==> config.mk <==
export PLATFORM = sky130hd
export DESIGN_NAME = submodulo_2
export DESIGN_NICKNAME = d
export VERILOG_FILES = /design/src/rtl/submodulo_2_pkg.sv /design/src/rtl/submodulo_2_debounce.sv /design/src/rtl/submodulo_2.sv
export SDC_FILE = /design/constraint.sdc
export NUM_CORES = 1
export LEC_CHECK = 0
export CORE_MARGIN = 2
export CORE_UTILIZATION = 60
export DETAILED_ROUTE_END_ITERATION = 12
export MAX_ROUTING_LAYER = met4
export PLACE_DENSITY = 0.81
export SYNTH_ARGS = -nofsm -noshare
export SYNTH_HDL_FRONTEND = slang
export SYNTH_SLANG_ARGS = --single-unit
==> constraint.sdc <==
create_clock -name clk -period 4.25 [get_ports clk]
set_clock_uncertainty 0.05 [all_clocks]
set_input_delay 0.6375 -clock clk [delete_from_list [all_inputs] [get_ports clk]]
set_output_delay 0.6375 -clock clk [all_outputs]
set_load 0.05 [all_outputs]
==> src/rtl/submodulo_2_pkg.sv <==
// Shared types and default timing for the lighting-system push-button blocks.
// Defaults assume a 1 kHz clock.
package submodulo_2_pkg;

    typedef enum logic [1:0] {
        SOLTO    = 2'd0,
        CONTANDO = 2'd1,
        LONGO    = 2'd2
    } estado_t;

    localparam int DEBOUNCE_CYC_DEF = 50;
    localparam int T_MIN_CYC_DEF    = 300;
    localparam int T_LONG_CYC_DEF   = 5000;

endpackage

==> src/rtl/submodulo_2_debounce.sv <==
// Two-flop synchronizer followed by a stable-count filter.
// The filtered level only moves after the synced input differs from it for DEBOUNCE_CYC cycles.
module submodulo_2_debounce
    import submodulo_2_pkg::*;
#(
    parameter int DEBOUNCE_CYC = DEBOUNCE_CYC_DEF
) (
    input  logic clk_i,
    input  logic rst_ni,
    input  logic din_i,
    output logic level_o
);

    localparam int DW = $clog2(DEBOUNCE_CYC + 1);
    localparam logic [DW-1:0] CNT_LAST = DW'(DEBOUNCE_CYC - 1);

    logic          sync1_q;
    logic          sync2_q;
    logic          level_q;
    logic          level_d;
    logic [DW-1:0] cnt_q;
    logic [DW-1:0] cnt_d;

    always_ff @(posedge clk_i or negedge rst_ni) begin
        if (!rst_ni) begin
            sync1_q <= 1'b0;
            sync2_q <= 1'b0;
            level_q <= 1'b0;
            cnt_q   <= '0;
        end else begin
            sync1_q <= din_i;
            sync2_q <= sync1_q;
            level_q <= level_d;
            cnt_q   <= cnt_d;
        end
    end

    // The cycle that would bring the count to DEBOUNCE_CYC commits the new level instead.
    always_comb begin
        level_d = level_q;
        cnt_d   = '0;
        if (sync2_q != level_q) begin
            if (cnt_q == CNT_LAST) begin
                level_d = sync2_q;
            end else begin
                cnt_d = cnt_q + DW'(1);
            end
        end
    end

    assign level_o = level_q;

endmodule

==> src/rtl/submodulo_2.sv <==
// Push-button press classifier: long-press strobe a (held T_LONG_CYC cycles) and
// short-press strobe b (released after more than T_MIN_CYC but fewer than T_LONG_CYC cycles).
module submodulo_2
    import submodulo_2_pkg::*;
#(
    parameter int DEBOUNCE_CYC = DEBOUNCE_CYC_DEF,
    parameter int T_MIN_CYC    = T_MIN_CYC_DEF,
    parameter int T_LONG_CYC   = T_LONG_CYC_DEF,
    parameter int CNT_W        = $clog2(T_LONG_CYC + 1)
) (
    input  logic clk,
    input  logic rst,
    input  logic botao,
    output logic a,
    output logic b,
    output logic pressionado
);

    localparam logic [CNT_W-1:0] LONG_LAST = CNT_W'(T_LONG_CYC - 1);
    localparam logic [CNT_W-1:0] MIN_CNT   = CNT_W'(T_MIN_CYC);

    logic             filt;
    logic             lvl_q;
    estado_t          state_q;
    estado_t          state_d;
    logic [CNT_W-1:0] cnt_q;
    logic [CNT_W-1:0] cnt_d;
    logic             a_q;
    logic             a_d;
    logic             b_q;
    logic             b_d;

    submodulo_2_debounce #(
        .DEBOUNCE_CYC(DEBOUNCE_CYC)
    ) u_debounce (
        .clk_i  (clk),
        .rst_ni (rst),
        .din_i  (botao),
        .level_o(filt)
    );

    // The FSM times the registered level so a lands exactly T_LONG_CYC cycles after pressionado rises.
    always_ff @(posedge clk or negedge rst) begin
        if (!rst) begin
            lvl_q   <= 1'b0;
            state_q <= SOLTO;
            cnt_q   <= '0;
            a_q     <= 1'b0;
            b_q     <= 1'b0;
        end else begin
            lvl_q   <= filt;
            state_q <= state_d;
            cnt_q   <= cnt_d;
            a_q     <= a_d;
            b_q     <= b_d;
        end
    end

    always_comb begin
        state_d = state_q;
        cnt_d   = '0;
        case (state_q)
            SOLTO: begin
                if (lvl_q) begin
                    state_d = CONTANDO;
                    cnt_d   = CNT_W'(1);
                end
            end
            CONTANDO: begin
                if (!lvl_q) begin
                    state_d = SOLTO;
                end else if (cnt_q == LONG_LAST) begin
                    state_d = LONGO;
                end else begin
                    cnt_d = cnt_q + CNT_W'(1);
                end
            end
            LONGO: begin
                if (!lvl_q) begin
                    state_d = SOLTO;
                end
            end
            default: begin
                state_d = SOLTO;
            end
        endcase
    end

    always_comb begin
        a_d = 1'b0;
        b_d = 1'b0;
        case (state_q)
            CONTANDO: begin
                if (lvl_q) begin
                    a_d = (cnt_q == LONG_LAST);
                end else begin
                    b_d = (cnt_q > MIN_CNT) && (cnt_q <= LONG_LAST);
                end
            end
            default: begin
                a_d = 1'b0;
                b_d = 1'b0;
            end
        endcase
    end

    assign a           = a_q;
    assign b           = b_q;
    assign pressionado = lvl_q;

endmodule

==> metrics.md, run 1 <==
| Metric | Value |
|---|---|
| Crit path required time | 4.41 ns |
| Met3 routed WL | roughly 70 um |
| Initial antenna violation count | 0 |
| Worst-path clk slew | approximately 0.15 ns |
| Multi-input combinational cell area | between 500 and 600 um^2 |
| Worst setup path class | reg -> reg |
| Post-route ant nets | 0 |
| Synth-to-Final Area Change | 8.53% |
| Max clock buf depth | 2 |
| CP Max Fanout | 13 |
| Yosys warnings | 0 |
| WL/cell | ~14 um |
| Layout fillers | roughly 170 |
| Setup TNS | 0 ns |
| Cell Pwr Density | 288 nW/um^2 |
| Fin. Hold Viols | 0 |
| Seq cells post-synth | 27 |
| Least-Margin Pin Slew | 0.948 ns |
| WL final | 2.16 mm |
| Post-synth EDFFs | 0 |
| Tot Pwr | between 0.0003 and 0.0004 W |
| Avg Inst Size Synth | approximately 10 um^2 |
| Synth top area share | 54.2% |
| Worst r2r dst | cnt_q[0]$_DFF_PN0_ |
| Slew Viols, Final | 0 |
| Worst Hold Class | reg -> reg |
| Cts hold-fix bufs | 0 |
| Non-filler instance count after layout | ~160 |
| Die width | just under 50 um |
| Synth cell count leaders | dfrtp_1, nor2_1, xnor2_1, inv_1 |
| DRC Markers | 0 |
| Reg-to-Reg Start | cnt_q[5]$_DFF_PN0_ |
| RSZ-0062 raised after global routing | no |
| HPWL after DPL | 1.61 mm |
| Startpoint Class | flop |
| Share of cells above drive strength 1 | just over 6% |
| Nets | 138 |
| Diode count | 0 |
| Uppermost layer routed | met4 |
| Port Buffers | 5 |
| Post-cts repair resize count | 0 |
| CTS buffer count | 3 |
| Top post-synthesis cells by area | dfrtp_1, xnor2_1, nor2_1, ha_1, xor2_1 |
| DRT iter0 DRCs | 36 |
| Crit end category | flop |
| Status | finished clean |
| Drt pass-1 iters | 4 |
| Post-synthesis net count | 129 |
| Synth Flop Type | dfrtp_1 |
| Top Ports | 6 |
| CP arrival | 2.50 ns |
| Worst slew margin | between 30% and 40% |
| Max-cap violations | 0 |
| RD Place Congestion | 0.860 |
| Vias in the first global route | between 900 and 1,000 |
| Leakage power total | about 0.56 nW |
| Final period utilization | between 50% and 60% |
| Met1 WL | 918 um |
| Initial Util | 63.6% |
| H-tree levels | 1 |
| Post-Syn Area | 1250 um^2 |
| Count of cell types in the netlist | 27 |
| FP Rows | 16 |
| Worst-skew pair later-pin latency | between 0.3 and 0.4 ns |
| Yosys top cell by area | dfrtp_1 |
| Full die area | between 2000 and 2500 um^2 |
| Seq/Total Area, Yosys | between 50% and 60% |
| Max Clk Rate | between 400 and 500 MHz |
| Hold Path Sink | u_debounce.sync2_q$_DFF_PN0_ |
| GRT overflow | 0 |
| VDD IR max | about 210 uV |
| HP Start | u_debounce.sync1_q$_DFF_PN0_ |
| Setup slack, reg-to-reg | around 1.9 ns |
| Vias per inst | roughly 5.6 |
| Fraction of registers with async set/reset | 100% |
| Root Buffer | clkbuf_4 |
| Hold Path Depth | 0 |
| Die Y-Extent | 49.6 um |
| Post CTS Setup Buffer Count | 0 |
| First-pass GRT wire length | between 3 and 4 mm |
| Largest net degree at the start of global routing | 23 |
| Hold Slack | 0.328 ns |
| Reg area | 676 um^2 |
| DP Cell Count | between 150 and 200 |
| GRT Util Overall | between 20 and 25% |
| CTS tree | done |
| Post-Syn Instances | 122 |
| Core box area | slightly below 2000 um^2 |
| Sink Count | 27 |
| Vias | between 800 and 900 |
| Tmin final | between 2 and 2.5 ns |
| Final setup fails | 0 |
| Worst Reg2Reg Path Length in Cells | 4 |
| Routed met2 length | 1.13 mm |
| Top-count cell post-synth | dfrtp_1 |
-- through the flow --
stage	instance area (um^2)	worst slack [ns]	util, %
floorplan	1250	2.21	-
global placement	1320	2.00	67.5
detailed placement	1320	1.92	67.5
CTS	1350	1.92	69.0
global route	1350	1.82	69.0
finish	1350	1.91	69.0
-- flip-flops by register name, indices dropped and copies added (netlist names) --
name / flops
a: 1
b: 1
cnt_q: 13
pressionado: 1
state_q: 2
u_debounce.cnt_q: 6
u_debounce.level_o: 1
u_debounce.sync1_q: 1
u_debounce.sync2_q: 1
-- cells by family after synthesis --
kind of cell,count (synthesis),share of synthesized area [%]
AO/OA/AOI/OAI,7,4.01
flip-flops,27,54.2
XOR/XNOR,16,11.2
adder cells (fa/ha/maj),4,4.01
multiplexers,1,0.903
buffers and inverters,11,3.91
AND/OR/NAND/NOR,56,21.8
-- critical path, cell delays in order (launching register included) --
cell     delay (ns)
dfrtp_1        0.48
or4_1          0.53
or4_4          0.57
or3b_1         0.45
o22ai_1        0.15
-- per-layer routing --
metal | vias to the layer above | global-route usage [%]
met5 | - | -
met4 | 0 | 9.26
met3 | 6 | 3.33
met2 | 21 | 36.7
met1 | 426 | 24.9
li1 | 427 | -
-- report_power, final --
group / internal, W / switching (W)
Clock: 0.0000360 / 0.0000778
Sequential: 0.000260 / 0.00000277
Combinational: 0.00000495 / 0.00000836
-- cells in the final DEF, fill, tap and decap left out --
cell type,instances
inv_1,9
xnor2_1,12
or3b_1,1
ha_1,4
or2_2,1
nor3_1,4
o22ai_1,1
and2_1,1
buf_4,1
o31ai_1,1
or4_4,1
clkdlybuf4s50_1,5
nor2_1,24
xor2_1,4
a2111oi_0,1
clkinvlp_4,1
or4_1,1
nand2_1,6
a21oi_1,1
dfrtp_1,27
nand2b_1,2
nand4_1,4
nand3_1,6
clkbuf_4,3
mux2_2,1
o211a_1,1
nor4_1,5
a211oi_1,1
o21ai_0,1
-- worst max-delay path by stage --
stage	startpoint	cells past startpoint	to
2_1_floorplan	cnt_q[6]$_DFF_PN0_	5	cnt_q[10]$_DFF_PN0_
3_5_place_dp	cnt_q[5]$_DFF_PN0_	4	cnt_q[0]$_DFF_PN0_
5_1_grt	cnt_q[6]$_DFF_PN0_	4	cnt_q[0]$_DFF_PN0_
6_report	cnt_q[5]$_DFF_PN0_	4	cnt_q[0]$_DFF_PN0_
4_1_cts	cnt_q[6]$_DFF_PN0_	4	cnt_q[0]$_DFF_PN0_
3_3_place_gp	cnt_q[6]$_DFF_PN0_	4	cnt_q[0]$_DFF_PN0_
-- area by class of cell --
cell class | count | share of cell area, %
clock buffers | 3 | 1.66
clock inverters | 1 | 0.555
flip-flops and latches | 27 | 49.9
repair buffers | 6 | 4.25
inverters | 9 | 2.50
multi-input cells | 84 | 38.6
well taps | 27 | 2.50
(Power assumes the default switching activity.)
==> inputs of run 2 (changes only) <==
--- a/config.mk
+++ b/config.mk
@@ -6,10 +6,10 @@
 export NUM_CORES = 1
 export LEC_CHECK = 0
 export CORE_MARGIN = 2
-export CORE_UTILIZATION = 60
+export CORE_UTILIZATION = 57
 export DETAILED_ROUTE_END_ITERATION = 12
 export MAX_ROUTING_LAYER = met4
-export PLACE_DENSITY = 0.81
+export PLACE_DENSITY = 0.78
 export SYNTH_ARGS = -nofsm -noshare
 export SYNTH_HDL_FRONTEND = slang
 export SYNTH_SLANG_ARGS = --single-unit
==> constraint.sdc (replaced) <==
create_clock -name clk -period 2.3 [get_ports clk]
set_clock_uncertainty 0.05 [all_clocks]
set_input_delay 0.345 -clock clk [delete_from_list [all_inputs] [get_ports clk]]
set_output_delay 0.345 -clock clk [all_outputs]
set_load 0.05 [all_outputs]
==> metrics.md, run 2 (synthesis results as in run 1) <==
| Metric | Value |
|---|---|
| Tmin final | about 2.1 ns |
| Core box area | ~2000 um^2 |
| Slew Viols, Final | 0 |
| Initial antenna violation count | 0 |
| Top Ports | 6 |
| Crit end category | flop |
| CP Max Fanout | 12 |
| Largest Register | cnt_q |
| HPWL after DPL | around 1.6 mm |
| CP max-delay cell | or4_4 |
| Largest net degree at the start of global routing | 28 |
| RSZ-0062 raised after global routing | no |
| Most common cell after layout, fill and taps aside | dfrtp_1 |
| Switching share of power | ~23% |
| Register share of total power | between 60% and 70% |
| GRT overflow | 0 |
| Port Buffers | 5 |
| CP Depth | 5 |
| Clock power frac | between 20% and 30% |
| Root Buffer | clkbuf_4 |
| Max reg flops | 13 |
| Vias per inst | 5.52 |
| FP Rows | 16 |
| Crit path required time | ~2.5 ns |
| Initial Util | approximately three fifths |
| Least-Margin Pin Slew | a little over 0.5 ns |
| Share of cells above drive strength 1 | just under 7% |
| Worst Reg2Reg Path Length in Cells | 5 |
| Full die area | 2580 um^2 |
| Worst slew margin | around two thirds |
| Vias in the first global route | ~870 |
| Max Clk Rate | about 470 MHz |
| CTS tree | done |
| CP top delay family | simple AND/OR/NAND/NOR gates |
| CP max stage delay | 0.57 ns |
| Max-cap violations | 0 |
| DRC Markers | 0 |
| CTS buffer count | 3 |
| Largest regs | cnt_q: 13 flops, u_debounce.cnt_q: 6 flops, state_q: 2 flops |
| Worst-skew pair later-pin latency | 0.34 ns |
| Post CTS Setup Buffer Count | 0 |
| CP arrival | approximately 2.3 ns |
| DRT iter0 DRCs | 20 |
| Max clock buf depth | 2 |
| Vias | about 870 |
| WL/cell | around 14 um |
| GRT Util Overall | 20.1% |
| Internal Power | roughly 0.00056 W |
| Final period utilization | between 90% and 100% |
| Cell Pwr Density | 525 nW/um^2 |
| WL final | roughly 2.1 mm |
| Post-cts repair resize count | 0 |
| Sw Pwr | roughly 0.00016 W |
| DP Cell Count | 154 |
| RD Place Congestion | just under 0.9 |
| Layout fillers | ~160 |
| Worst r2r dst | cnt_q[7]$_DFF_PN0_ |
| Most frequent cells in the layout | dfrtp_1, nor2_1, xnor2_1 |
| Startpoint Class | flop |
| Post-route ant nets | 0 |
| Die width | between 50 and 60 um |
| Cts hold-fix bufs | 0 |
| Worst Hold Class | in -> async |
| CP cell instances | or4_1, or4_4, or3b_1, buf_12, nor2_1 |
| Worst-path clk slew | 0.15 ns |
| Synth-to-Final Area Change | 9.93% |
| Reg-to-Reg Start | cnt_q[6]$_DFF_PN0_ |
| Die Y-Extent | 50.8 um |
| Sink Count | 27 |
| Setup TNS | 0 ns |
| Fin. Hold Viols | 0 |
| Worst setup path class | reg -> reg |
| Non-filler instance count after layout | between 150 and 200 |
| First-pass GRT wire length | 3.70 mm |
| Combinational power share | about 3.4% |
| Nets | around 140 |
| H-tree levels | 1 |
| Final setup fails | 0 |
| Setup slack, reg-to-reg | roughly 0.15 ns |
| Diode count | 0 |
| WP buf/inv | 1 |
| Status | finished clean |
| VDD IR max | ~410 uV |
| Leakage power total | about 0.57 nW |
| Drt pass-1 iters | 4 |
==> run 2: cell types whose count changed in the layout (fill, tap and decap cells not counted), sizes merged <==
cell,before,now
buf,1,2
clkinv,0,1
clkinvlp,1,0
==> run 2: worst max-delay path by stage <==
stage | start | end | slack [ns]
finish | cnt_q[6]$_DFF_PN0_ | cnt_q[7]$_DFF_PN0_ | 0.15
global route | cnt_q[6]$_DFF_PN0_ | cnt_q[7]$_DFF_PN0_ | 0.07
CTS | cnt_q[6]$_DFF_PN0_ | cnt_q[7]$_DFF_PN0_ | 0.15
detailed placement | cnt_q[6]$_DFF_PN0_ | cnt_q[7]$_DFF_PN0_ | 0.17
global placement | cnt_q[6]$_DFF_PN0_ | cnt_q[9]$_DFF_PN0_ | 0.22
floorplan | cnt_q[6]$_DFF_PN0_ | cnt_q[10]$_DFF_PN0_ | 0.26
==> run 2: routing by layer <==
metal / up-vias / global-route usage, % / part of all wire, %
met2: 19 / 36.2 / 54
met3: 5 / 3.57 / 3.9
met1: 421 / 22.4 / 40
met5: - / - / 0
met4: 0 / 6.76 / 2.0
li1: 427 / - / -
==> run 2: final cells by class <==
class / instances / area [um^2] / share of cell area, %
clock buffers: 3 / 22.5 / 1.64
clock inverters: 1 / 5.00 / 0.365
inverters: 9 / 33.8 / 2.46
multi-input cells: 84 / 523 / 38.1
flip-flops and latches: 27 / 676 / 49.3
well taps: 27 / 33.8 / 2.46
repair buffers: 7 / 77.6 / 5.66
==> run 2: per-stage QoR <==
stage | instance area (um^2) | total power, W | utilization, % | hold slack (ns) | worst slack, ns
3_3_place_gp | 1340 | 0.000518 | 66.5 | 0.282 | 0.215
2_1_floorplan | 1250 | 0.000503 | - | -0.000591 | 0.257
5_1_grt | 1370 | 0.000741 | 67.8 | 0.332 | 0.0683
6_report | 1370 | 0.000720 | 67.8 | 0.308 | 0.151
3_5_place_dp | 1340 | 0.000520 | 66.5 | 0.291 | 0.171
4_1_cts | 1370 | 0.000723 | 67.8 | 0.319 | 0.150
==> run 2: power by group through the flow <==
stage	clock network, W	registers (W)	logic [W]
2_1_floorplan	0	0.000494	0.00000917
3_3_place_gp	0	0.000494	0.0000242
3_5_place_dp	0	0.000495	0.0000254
4_1_cts	0.000212	0.000486	0.0000254
5_1_grt	0.000224	0.000487	0.0000296
6_report	0.000210	0.000486	0.0000242
